===== config.mk =====
export PLATFORM = sky130hd
export DESIGN_NAME = serial_adder
export DESIGN_NICKNAME = d
export VERILOG_FILES = /design/src/rtl/serial_adder.sv
export SDC_FILE = /design/constraint.sdc
export NUM_CORES = 1
export LEC_CHECK = 0
export ABC_CLOCK_PERIOD_IN_PS = 4200
export BUFFER_PORTS_ARGS = -buffer_cell sky130_fd_sc_hd__clkbuf_2
export CORE_ASPECT_RATIO = 0.8
export CORE_MARGIN = 2
export CORE_UTILIZATION = 55
export DETAILED_ROUTE_END_ITERATION = 7
export PLACE_DENSITY_LB_ADDON = 0.08
export SYNTH_ARGS = -nofsm -noshare
export SYNTH_HDL_FRONTEND = slang
export SYNTH_SLANG_ARGS = --single-unit

===== constraint.sdc =====
create_clock -name clk -period 4.2 [get_ports clk]
set_input_delay 0 -clock clk [delete_from_list [all_inputs] [get_ports clk]]
set_output_delay 0 -clock clk [all_outputs]
set_load 0.05 [all_outputs]

===== src/rtl/serial_adder.sv =====
// Bit-serial adder: operands are captured on start, added LSB first over WIDTH
// cycles through a single full adder, and the registered result is published on entry to DONE.
module serial_adder #(
    parameter int WIDTH = 8
) (
    input  logic             clk,
    input  logic             rst,
    input  logic             start,
    input  logic [WIDTH-1:0] a,
    input  logic [WIDTH-1:0] b,
    output logic [WIDTH-1:0] sum,
    output logic             cout,
    output logic             busy,
    output logic             done
);
    localparam int CW = (WIDTH > 1) ? $clog2(WIDTH) : 1;
    localparam logic [CW-1:0] LAST = CW'(WIDTH - 1);

    typedef enum logic [1:0] {
        S_IDLE,
        S_ADD,
        S_DONE
    } state_t;

    state_t            state_q, state_d;
    logic [WIDTH-1:0]  a_sh_q, a_sh_d;
    logic [WIDTH-1:0]  b_sh_q, b_sh_d;
    logic [WIDTH-1:0]  res_sh_q, res_sh_d;
    logic              carry_q, carry_d;
    logic [CW-1:0]     cnt_q, cnt_d;
    logic [WIDTH-1:0]  sum_q, sum_d;
    logic              cout_q, cout_d;

    // Full adder as two half-adder stages plus OR.
    logic ha1_s, ha1_c, ha2_s, ha2_c, fa_c;
    always_comb begin
        ha1_s = a_sh_q[0] ^ b_sh_q[0];
        ha1_c = a_sh_q[0] & b_sh_q[0];
        ha2_s = ha1_s ^ carry_q;
        ha2_c = ha1_s & carry_q;
        fa_c  = ha1_c | ha2_c;
    end

    always_comb begin
        state_d  = state_q;
        a_sh_d   = a_sh_q;
        b_sh_d   = b_sh_q;
        res_sh_d = res_sh_q;
        carry_d  = carry_q;
        cnt_d    = cnt_q;
        sum_d    = sum_q;
        cout_d   = cout_q;
        case (state_q)
            S_IDLE: begin
                if (start) begin
                    a_sh_d   = a;
                    b_sh_d   = b;
                    res_sh_d = '0;
                    carry_d  = 1'b0;
                    cnt_d    = '0;
                    state_d  = S_ADD;
                end
            end
            S_ADD: begin
                a_sh_d   = a_sh_q >> 1;
                b_sh_d   = b_sh_q >> 1;
                res_sh_d = {ha2_s, res_sh_q[WIDTH-1:1]};
                carry_d  = fa_c;
                if (cnt_q == LAST) begin
                    // Counter holds at its last value so it never wraps.
                    sum_d   = {ha2_s, res_sh_q[WIDTH-1:1]};
                    cout_d  = fa_c;
                    state_d = S_DONE;
                end else begin
                    cnt_d = cnt_q + 1'b1;
                end
            end
            S_DONE: state_d = S_IDLE;
            default: state_d = S_IDLE;
        endcase
    end

    always_ff @(posedge clk) begin
        if (rst) begin
            state_q  <= S_IDLE;
            a_sh_q   <= '0;
            b_sh_q   <= '0;
            res_sh_q <= '0;
            carry_q  <= 1'b0;
            cnt_q    <= '0;
            sum_q    <= '0;
            cout_q   <= 1'b0;
        end else begin
            state_q  <= state_d;
            a_sh_q   <= a_sh_d;
            b_sh_q   <= b_sh_d;
            res_sh_q <= res_sh_d;
            carry_q  <= carry_d;
            cnt_q    <= cnt_d;
            sum_q    <= sum_d;
            cout_q   <= cout_d;
        end
    end

    assign sum  = sum_q;
    assign cout = cout_q;
    assign busy = (state_q == S_ADD);
    assign done = (state_q == S_DONE);
endmodule

# Word-level counts from Yosys, hierarchy flattened
# Index checks and enable logic that the tools add are counted.
op_classes:
  n_mux: 14
  eq_ne: 6
  reduce_logical: 6
  add_sub_neg: 1
  bitwise: 5
op_table:
  columns: ["cell", "n"]
  rows:
  - ["case mux 8 bit (2 select lines)", 3]
  - ["two-way mux 8 bit", 3]
  - ["two-way mux 3 bit", 2]
  - ["case mux 3 bit (2 select lines)", 1]
  - ["AND reduction 2 bit", 3]
  - ["two-way mux 2 bit", 2]
  - ["inequality test 2 bit (second input constant)", 2]
  - ["case mux 2 bit (2 select lines)", 1]
  - ["adder 3 x 1 -> 3 bit (second input constant)", 1]
  - ["equality test 3 bit (second input constant)", 1]
  - ["AND reduction 3 bit", 1]
  - ["bitwise AND 1 bit", 2]
  - ["equality test 2 x 1 -> 1 bit (second input constant)", 1]
  - ["equality test 2 bit (second input constant)", 1]
  - ["logical NOT 2 bit", 1]
  - ["inequality test 2 x 1 -> 1 bit (second input constant)", 1]
  - ["case mux 1 bit (2 select lines)", 1]
  - ["nonzero test 2 bit", 1]
  - ["XOR 1 bit", 2]
  - ["two-way mux 1 bit", 1]
  - ["bitwise OR 1 bit", 1]
word_totals:
  word_cells: 40
  output_inout_bits: 11
  reg_bits: 39
  input_bits: 19

# Longest topological paths before layout
# Gate-level depths: netlist of run 1.
logic_depth:
  ltp_word: 4
  depth_mapped: 6
  depth_no_buf: 5

# Worst setup path before layout of run 1
# Ideal clock, no wire load.
synth_timing:
  path_type: "register to register"
  startpoint: "register cnt_q[0]"
  endpoint: "register cout_q, in the netlist cout"
  slack_ps: 2835
  setup_ps: 70
  t_required_ps: 4130
  t_arrival_ps: 1294
  path_stages_with_launch: 7
  path_buffers: 1
  period_less_slack_ps: 1365
  path_cell_list: "dfxtp_1 ha_1 ha_1 buf_2 nand3b_1 nand2_1 a21oi_1"
synth_between:
  elab_chain_len: 2
synth_lines:
  columns: ["element", "line_no", "source"]
  rows:
  - ["start: declaration", "30", "logic [CW-1:0] cnt_q, cnt_d;"]
  - ["start signal: assignment", "99", "cnt_q <= cnt_d;"]
  - ["equality test 3 bit", "69", "if (cnt_q == LAST) begin"]
  - ["AND reduction 2 bit (no line)", null, null]
  - ["end signal: assignment", "101", "cout_q <= cout_d;"]
  - ["end: declaration", "32", "logic cout_q, cout_d;"]
# Every way passes these cells.
# A chain may end at the register's enable or synchronous reset.

# Final worst setup path of run 1
layout_timing:
  startpoint: "register state_q[0]"
  endpoint: "output busy"
layout_between:
  elab_chain_len: 1
layout_lines:
  columns: ["element", "line_no", "source"]
  rows:
  - ["start: declaration", "25", "state_t state_q, state_d;"]
  - ["start signal: assignment", "94", "state_q <= state_d;"]
  - ["equality test 2 x 1 -> 1 bit", "107", "assign busy = (state_q == S_ADD);"]
  - ["end: declaration", "13", "output logic busy,"]
# Every way passes these cells.

==> metrics list, run 1 <==
* Initial antenna violation count: 0
- Number of placed I/O pins: 30
* Initial drt markers: 59
* Worst-margin pin slew: approximately 1.1 ns
* Count of antenna diodes in the layout: 0
* Number of maximum-capacitance constraint violations: 0
- In this design, the largest share of critical-path delay is due to flip-flops.
- The analysis attributes to net switching a power of between 150 and 200 uW.
* Number of vias per cell after detailed routing: between 5 and 6
* Most area-hungry cell type in the Yosys netlist: dfxtp_1
- The die covers 3350 sq um.
- Core occupancy in the finished layout: between 60% and 70%
- The first global-routing pass estimated between 5000 and 6000 um of wire.
- DIE WIDTH: 64.22 um
- Hold violation total from the final report: 1
- The library cells used most frequently in the layout, excluding fill and tap cells, are dfxtp_1, clkbuf_2, nor2_1.
- The worst path in the final design needs a cycle of between 2 and 2.5 ns, including I/O delays and setup.
* Number of setup violations in the final report: 0
- After synthesis the cells add up to ~1600 sq um.
- In the routed design, unresolved DRC markers number 0.
- Net switching is a little over a quarter of the power.
- The floorplan has 17 rows.
- Sum of met2 wire segment lengths after detailed routing: between 1500 and 2000 um
* Clock tree from TritonCTS: built
- Worst slack on hold paths: -0.006714 ns
- Commonest non-fill, non-tap cell in the layout: dfxtp_1
* Buffers on Ports: 29
- Setup repair after global routing left no endpoint under its margin.
- Overall track demand over capacity in global routing: 22.48%
- The core region is 2765 sq um.
* H-tree levels: 2
- Total routed wirelength: between 3000 and 4000 um
* Number of clock sinks: 38
- For the worst-skew pair, the clock arrives at the later sink with an insertion delay of between 0.3 and 0.4 ns.
- The worst setup path is captured at an output pin.
- The max-slew violation count was 0.
- The synthesized design contains 38 register bits.
- Required time worst endpoint: 4.20 ns
* Worst min-delay path category: primary input to flip-flop
- Length of the first detailed-routing pass in iterations: 4
- By startpoint and endpoint, the worst setup path is classified as flip-flop to output pin.
* Highest routed layer: met4
- Cell internal power was estimated by the tool at approximately 500 uW.
- Synth unique cells: 25
* Area of all placed cells without fillers: approximately 1900 sq um
- Via count of the first global-routing pass: approximately 1,300
- The initial utilization of the core area, before any placement, comes to 57.69%.
- No sink is reached through more buffers than the 2 on the longest clock path.
- Summing over every cut layer, the via total after detailed routing is about 1,400.
- Post-route fraction of the period consumed by the critical path: 55.70%
- Gate Count Post-Synth: approximately 180
- WP buf/inv: 2
* Area added between synthesis and finish: 19.29%
- After clock tree synthesis, the clock-pin slew on the worst setup and hold paths is 0.10 ns.
- Seq/Total Area, Yosys: a little under half
- Overall power consumption: around 680 uW
- Detailed-routed wire length on met3: 144 um
- The HPWL after detailed placement is about 2100 um.
- Met1 Routed Length: 1619 um
- Setup Total Neg Slack: 0 ns
* Maximum net fanout on the critical path: 25
- Reported leakage power: 0.0007725 uW
* Power per Cell Area: between 300 and 400 nW/um^2
* Portion of synthesized cell area occupied by the leading cell type: between 40 and 50%
* Combinational fraction of design power: between 10% and 20%
- Worst-case headroom to the max-slew limit: approximately 30%
- The checks that failed: negative hold slack.
- Cell total after placement: 230
- Number of nets in the finished design: ~230
* Critical path arrival: around 2.3 ns
* Avg Synthesized Cell Area: between 9 and 10 sq um
* Post-cts repair resize count: 0
- Synthesis produced a netlist with a net count of between 150 and 200.
- In the final routed layout, each cell accounts on average for roughly 13 um.
- Synthesis Warnings: 0
- Timing would allow up to 0.4275 GHz.
- In this run, flip-flops and latches consume between 50% and 60% of the power.
- Final Non-Filler Cells: 250
- Entering global routing, the biggest net connects 40 pins.
- Cells along the critical path: nand2b_1 > inv_2 > clkbuf_2
* Top area cells in the synthesized netlist: dfxtp_1, mux2i_1, nor2_1
- VDD IR max: between 0.2 and 0.25 mV
- GRT overflow: 0
- Outcome: complete, but fails checks
* Chip Height: roughly 52 um
- Last weighted congestion value of the routability-driven placer: about 0.72
* Root buffer selected by CTS: clkbuf_4
- CTS Buf Count: 5
- The largest single stage delay on the critical path is roughly 1.0 ns.
* Largest clock skew in the final design: between 0.008 and 0.009 ns
- Part of the total power dissipated in the clock network: between 20% and 30%
- Layout cells sized above 1: around 20%
- Once detail routing completed, the nets flagged for antenna violations numbered 0.
- Element type at the critical path start: flip-flop
* Max stage delay cell, worst path: dfxtp_1
- Area post-placement: approximately 1700 sq um
-- path summary, 6_finish.rpt --
check / from / to / slack (ns) / cells after the start
worst max-delay path: state_q[0] / busy / 1.86 / 3
worst max register to register: state_q[0] / sum[1] / 2.17 / 4
worst min register to register: sum[5] / sum[5] / 0.46 / 2
worst min-delay path: b[6] / b_sh_q[6] / -0.007 / 3
-- layer usage --
| metal | vias up | track usage (%) |
|---|---|---|
| li1 | 688 | - |
| met1 | 636 | 26.43 |
| met2 | 32 | 38.19 |
| met3 | 10 | 8.387 |
| met4 | 0 | 7.801 |
| met5 | - | 0 |
-- through the flow --
step | hold WS [ns] | setup WS, ns
after floorplan | 0.1769 | 2.835
after global placement | 0.3026 | 2.340
after detailed placement | 0.2945 | 2.241
after CTS | 0.005339 | 1.892
after global routing | 0.01162 | 1.709
final | -0.006714 | 1.861
-- synthesized netlist by cell type --
cell and instances:
nand4bb_1 2, fa_1 1, nand3_1 9, nand2_1 12, o21ai_0 4, inv_1 4, clkbuf_1 6, nand3b_1 1
o21bai_2 1, a211oi_1 11, a21oi_1 18, buf_6 2, nor2b_1 2, nor2_1 27, dfxtp_1 38, nand2b_1 5
o21ba_2 1, nor4b_2 1, o221a_2 3, o31ai_1 1, inv_2 1, a22oi_1 8, ha_1 2, mux2i_1 11
buf_2 4
-- sequential cells by signal, indices dropped and copies added, names as in the netlist --
| name | count |
|---|---|
| a_sh_q | 8 |
| b_sh_q | 8 |
| res_sh_q | 7 |
| state_q | 2 |
| carry_q | 1 |
| cout | 1 |
| sum | 8 |
| cnt_q | 3 |
-- worst reg2reg max path: cells and delay by family (launching register included) --
family / cells / cell delay (ns)
simple gates: 2 / 0.45
buf+inv: 1 / 0.32
flops: 1 / 1.04
compound gates: 1 / 0.15
-- layout make-up --
cell class / count / area, sq um
Multi-Input combinational cell: 120 / 750.7
Timing Repair Buffer: 41 / 265.3
Inverter: 5 / 18.77
Fill cell: 227 / 862.1
Clock inverter: 1 / 5.005
Tap cell: 38 / 47.55
Sequential cell: 38 / 760.7
Clock buffer: 7 / 55.05
-- power groups by stage --
stage          combinational, uW  sequential [uW]  clock [uW]
2_1_floorplan               64.0              394           0
3_3_place_gp                70.3              402           0
3_5_place_dp                72.6              403           0
4_1_cts                     82.0              395         199
5_1_grt                     92.6              397         219
6_report                    82.0              394         199
-- cells by family (layout without fill, tap and decap cells) --
logic type               count (synthesis)  in the layout  share of synthesized area (%)
AND/OR/NAND/NOR                         59             59                          17.57
AO/OA/AOI/OAI                           47             47                          19.77
flip-flops                              38             38                          47.69
buffers and inverters                   17             54                          5.254
multiplexers                            11             11                          6.902
adder cells (fa/ha/maj)                  3              3                          2.823
-- repair_timing --
action | CTS | global route
hold buffers | 12 | 0
setup buffers | 0 | 0
hold endpoints to repair | 12 | 0
No activity file was read; power rests on OpenSTA's default activity.
==> inputs of run 2 (changes only) <==
--- a/config.mk
+++ b/config.mk
@@ -5,11 +5,11 @@
 export SDC_FILE = /design/constraint.sdc
 export NUM_CORES = 1
 export LEC_CHECK = 0
-export ABC_CLOCK_PERIOD_IN_PS = 4200
+export ABC_CLOCK_PERIOD_IN_PS = 2000
 export BUFFER_PORTS_ARGS = -buffer_cell sky130_fd_sc_hd__clkbuf_2
 export CORE_ASPECT_RATIO = 0.8
 export CORE_MARGIN = 2
-export CORE_UTILIZATION = 55
+export CORE_UTILIZATION = 48
 export DETAILED_ROUTE_END_ITERATION = 7
 export PLACE_DENSITY_LB_ADDON = 0.08
 export SYNTH_ARGS = -nofsm -noshare
==> constraint.sdc (replaced) <==
create_clock -name clk -period 2 [get_ports clk]
set_input_delay 0 -clock clk [delete_from_list [all_inputs] [get_ports clk]]
set_output_delay 0 -clock clk [all_outputs]
set_load 0.05 [all_outputs]
==> run 2 against run 1 <==
  * The run now ends clean
  * Final cell count is 2.0% lower
  * Largest cell class unchanged
  * Flip-flop and latch count did not move
  * Clock power increased to 2.6 times the previous value
  * Sequential share of layout area rose by 0.94 points
  * Die area increased by 14%
  * Global-route usage shrank 3.4 points
  * Highest routed layer unchanged
  * Hold slack better by 0.039 ns
  * Non-clock buffer count decreased by 7
==> metrics list, run 2 (synthesis gave the netlist of run 1 again) <==
- CTS Buf Count: 5
- Of all nets on the critical path, the largest fanout is 18.
* Maximum buffer depth of the clock tree: 2
- The internal portion of the total power is 1145 uW.
* Number of routed nets with antenna violations: 0
- In this run the tightest slew margin relative to its limit is 63.08%.
- The worst hold path belongs to the class primary input to flip-flop.
- For this block, the via count after detailed routing is approximately 1,300.
- From synthesis to final layout, the design area changed by 16.55%.
* Count of antenna diodes in the layout: 0
- The floorplan step defined a core boundary enclosing around 3100 sq um.
* Overall track demand over capacity in global routing: 19.08%
- After routing, the total negative slack on setup checks comes to 0 ns.
* Share of power burned in registers: a little over half
- For the worst-skew pair, the clock arrives at the later sink with an insertion delay of 0.28 ns.
- Largest clock skew in the final design: 0.005872 ns
- Power comes to roughly 1500 uW.
- H-tree levels: 2
* Number of max-slew violations in the final report: 0
- Routability-driven placement finished with a final weighted congestion of ~0.8.
* Commonest non-fill, non-tap cell in the layout: dfxtp_1
- Setup repair after global routing missed its margin: false
- Number of clock sinks: 38
- Number of placed I/O pins: 30
* Layout cells sized above 1: roughly 22%
- The worst setup path is captured at an output pin.
* Root buffer selected by CTS: clkbuf_8
- Initial core utilization: between 50% and 60%
- For the worst setup path, the data arrival time is between 1.5 and 2 ns.
* Number of maximum-capacitance constraint violations: 0
* Largest net degree at the start of global routing: 30
- Part of the total power dissipated in the clock network: 34.7%
* Drt wl/cell: between 10 and 15 um
* Length of the first detailed-routing pass in iterations: 4
- Counting the fill cells in the layout gives 284.
- TritonCTS built the clock tree.
- In this run, the number of DRC markers left after iteration 0 of detailed routing was 63.
* Time the worst path needs with I/O delays and setup: between 1.5 and 2 ns
* Via count of the first global-routing pass: between 1,000 and 1,500
* Net switching power: approximately 370 uW
- Required time worst endpoint: 2.00 ns
* Number of remaining DRC errors: 0
* Hold violation total from the final report: 0
- VDD sags by at most 0.5303 mV.
- Leaving out fill and tap cells, the most frequent cells in the layout are dfxtp_1, clkbuf_2, nor2_1.
- Clock input transition at the sequential cells of the worst setup and hold paths: roughly 0.07 ns
* Post-route fraction of the period consumed by the critical path: 84.93%
- Setup violations remaining at the end of the flow were counted as 0.
* GRT overflow: 0
* Total routed wirelength: 3228 um
- The first global-routing pass estimated between 5000 and 6000 um of wire.
- Buffers on Ports: 29
* Number of vias per cell after detailed routing: approximately 5.2
- Sw Share: roughly a quarter
- Summed over all nets, the half-perimeter wirelength after detailed placement is around 2300 um.
- For this design the static power due to leakage is around 0.00076 uW.
- Worst slack on hold paths: ~0.033 ns
- Measured along the y axis, the die boundary spans 55.57 um.
- Power per Cell Area: 814.1 nW/um^2
- Maximum achievable frequency: about 0.6 GHz
- STA classifies the critical path startpoint as a flip-flop.
- Cell row count: 18
* Number of nets in the finished design: between 200 and 250
- In this run the post-CTS setup repair buffer count came out at 0.
- Outcome: finished clean
- Initial antenna violation count: 0
- Combinational fraction of design power: about 11%
* Worst-margin pin slew: approximately 0.55 ns
* Critical Setup Path Class: flip-flop to output pin
- The floorplan step set the die width to approximately 68 um.
- DIE AREA: between 3000 and 4000 sq um
[run 2: changes by cell type in the layout (fill, tap and decap cells not counted)]
cell,before,now
clkbuf_8,1,6
dlygate4sd3_1,12,2
buf_4,0,3
clkbuf_4,5,0
[run 2: worst max-delay path: stages, from the launching register on]
cell and delay [ns]:
dfxtp_1 0.58, nand2b_1 0.23, inv_2 0.27, clkbuf_2 0.33
[run 2: final cells by class]
class	count	area, sq um	share of cell area [%]
Clock inverter	1	5.005	0.2692
Inverter	5	18.77	1.009
Clock buffer	7	86.33	4.643
Timing Repair Buffer	34	187.7	10.09
Tap cell	40	50.05	2.692
Sequential cell	38	760.7	40.92
Multi-Input combinational cell	120	750.7	40.38
[run 2: routing by layer]
| metal | vias up | wire (um) | GRT usage [%] |
|---|---|---|---|
| met4 | 0 | 14 | 6.000 |
| met2 | 22 | 1401 | 25.69 |
| met1 | 578 | 1655 | 29.37 |
| met3 | 2 | 157 | 4.888 |
| li1 | 678 | - | - |
| met5 | - | 0 | 0 |
[run 2: through the flow]
step	std cells	setup slack (ns)	cell area, sq um	util [%]
2_1_floorplan	175	0.6352	1595	-
3_3_place_gp	235	0.4847	1748	55.84
3_5_place_dp	235	0.3926	1748	55.84
4_1_cts	245	0.3111	1859	59.39
5_1_grt	245	0.1736	1859	59.39
6_report	245	0.3014	1859	59.39
[run 2: repair_timing]
| action | CTS | global route |
|---|---|---|
| resized for setup | 0 | 0 |
| hold buffers | 2 | 0 |
| hold endpoints to repair | 2 | 0 |
| setup endpoints to repair | 0 | 0 |
[run 2: final timing paths]
| check | cells past startpoint | from | end | slack (ns) |
|---|---|---|---|---|
| hold reg to reg | 2 | sum[1] | sum[1] | 0.46 |
| setup reg to reg | 5 | cnt_q[0] | sum[4] | 0.38 |
| hold / removal | 3 | b[6] | b_sh_q[6] | 0.03 |
| setup / recovery | 3 | state_q[0] | busy | 0.30 |
[run 2: power groups by stage]
stage	Clock [uW]	Sequential, uW	Combinational (uW)
floorplan	0	826	134
global placement	0	834	162
detailed placement	0	836	166
CTS	544	819	170
global route	576	823	190
finish	526	819	169
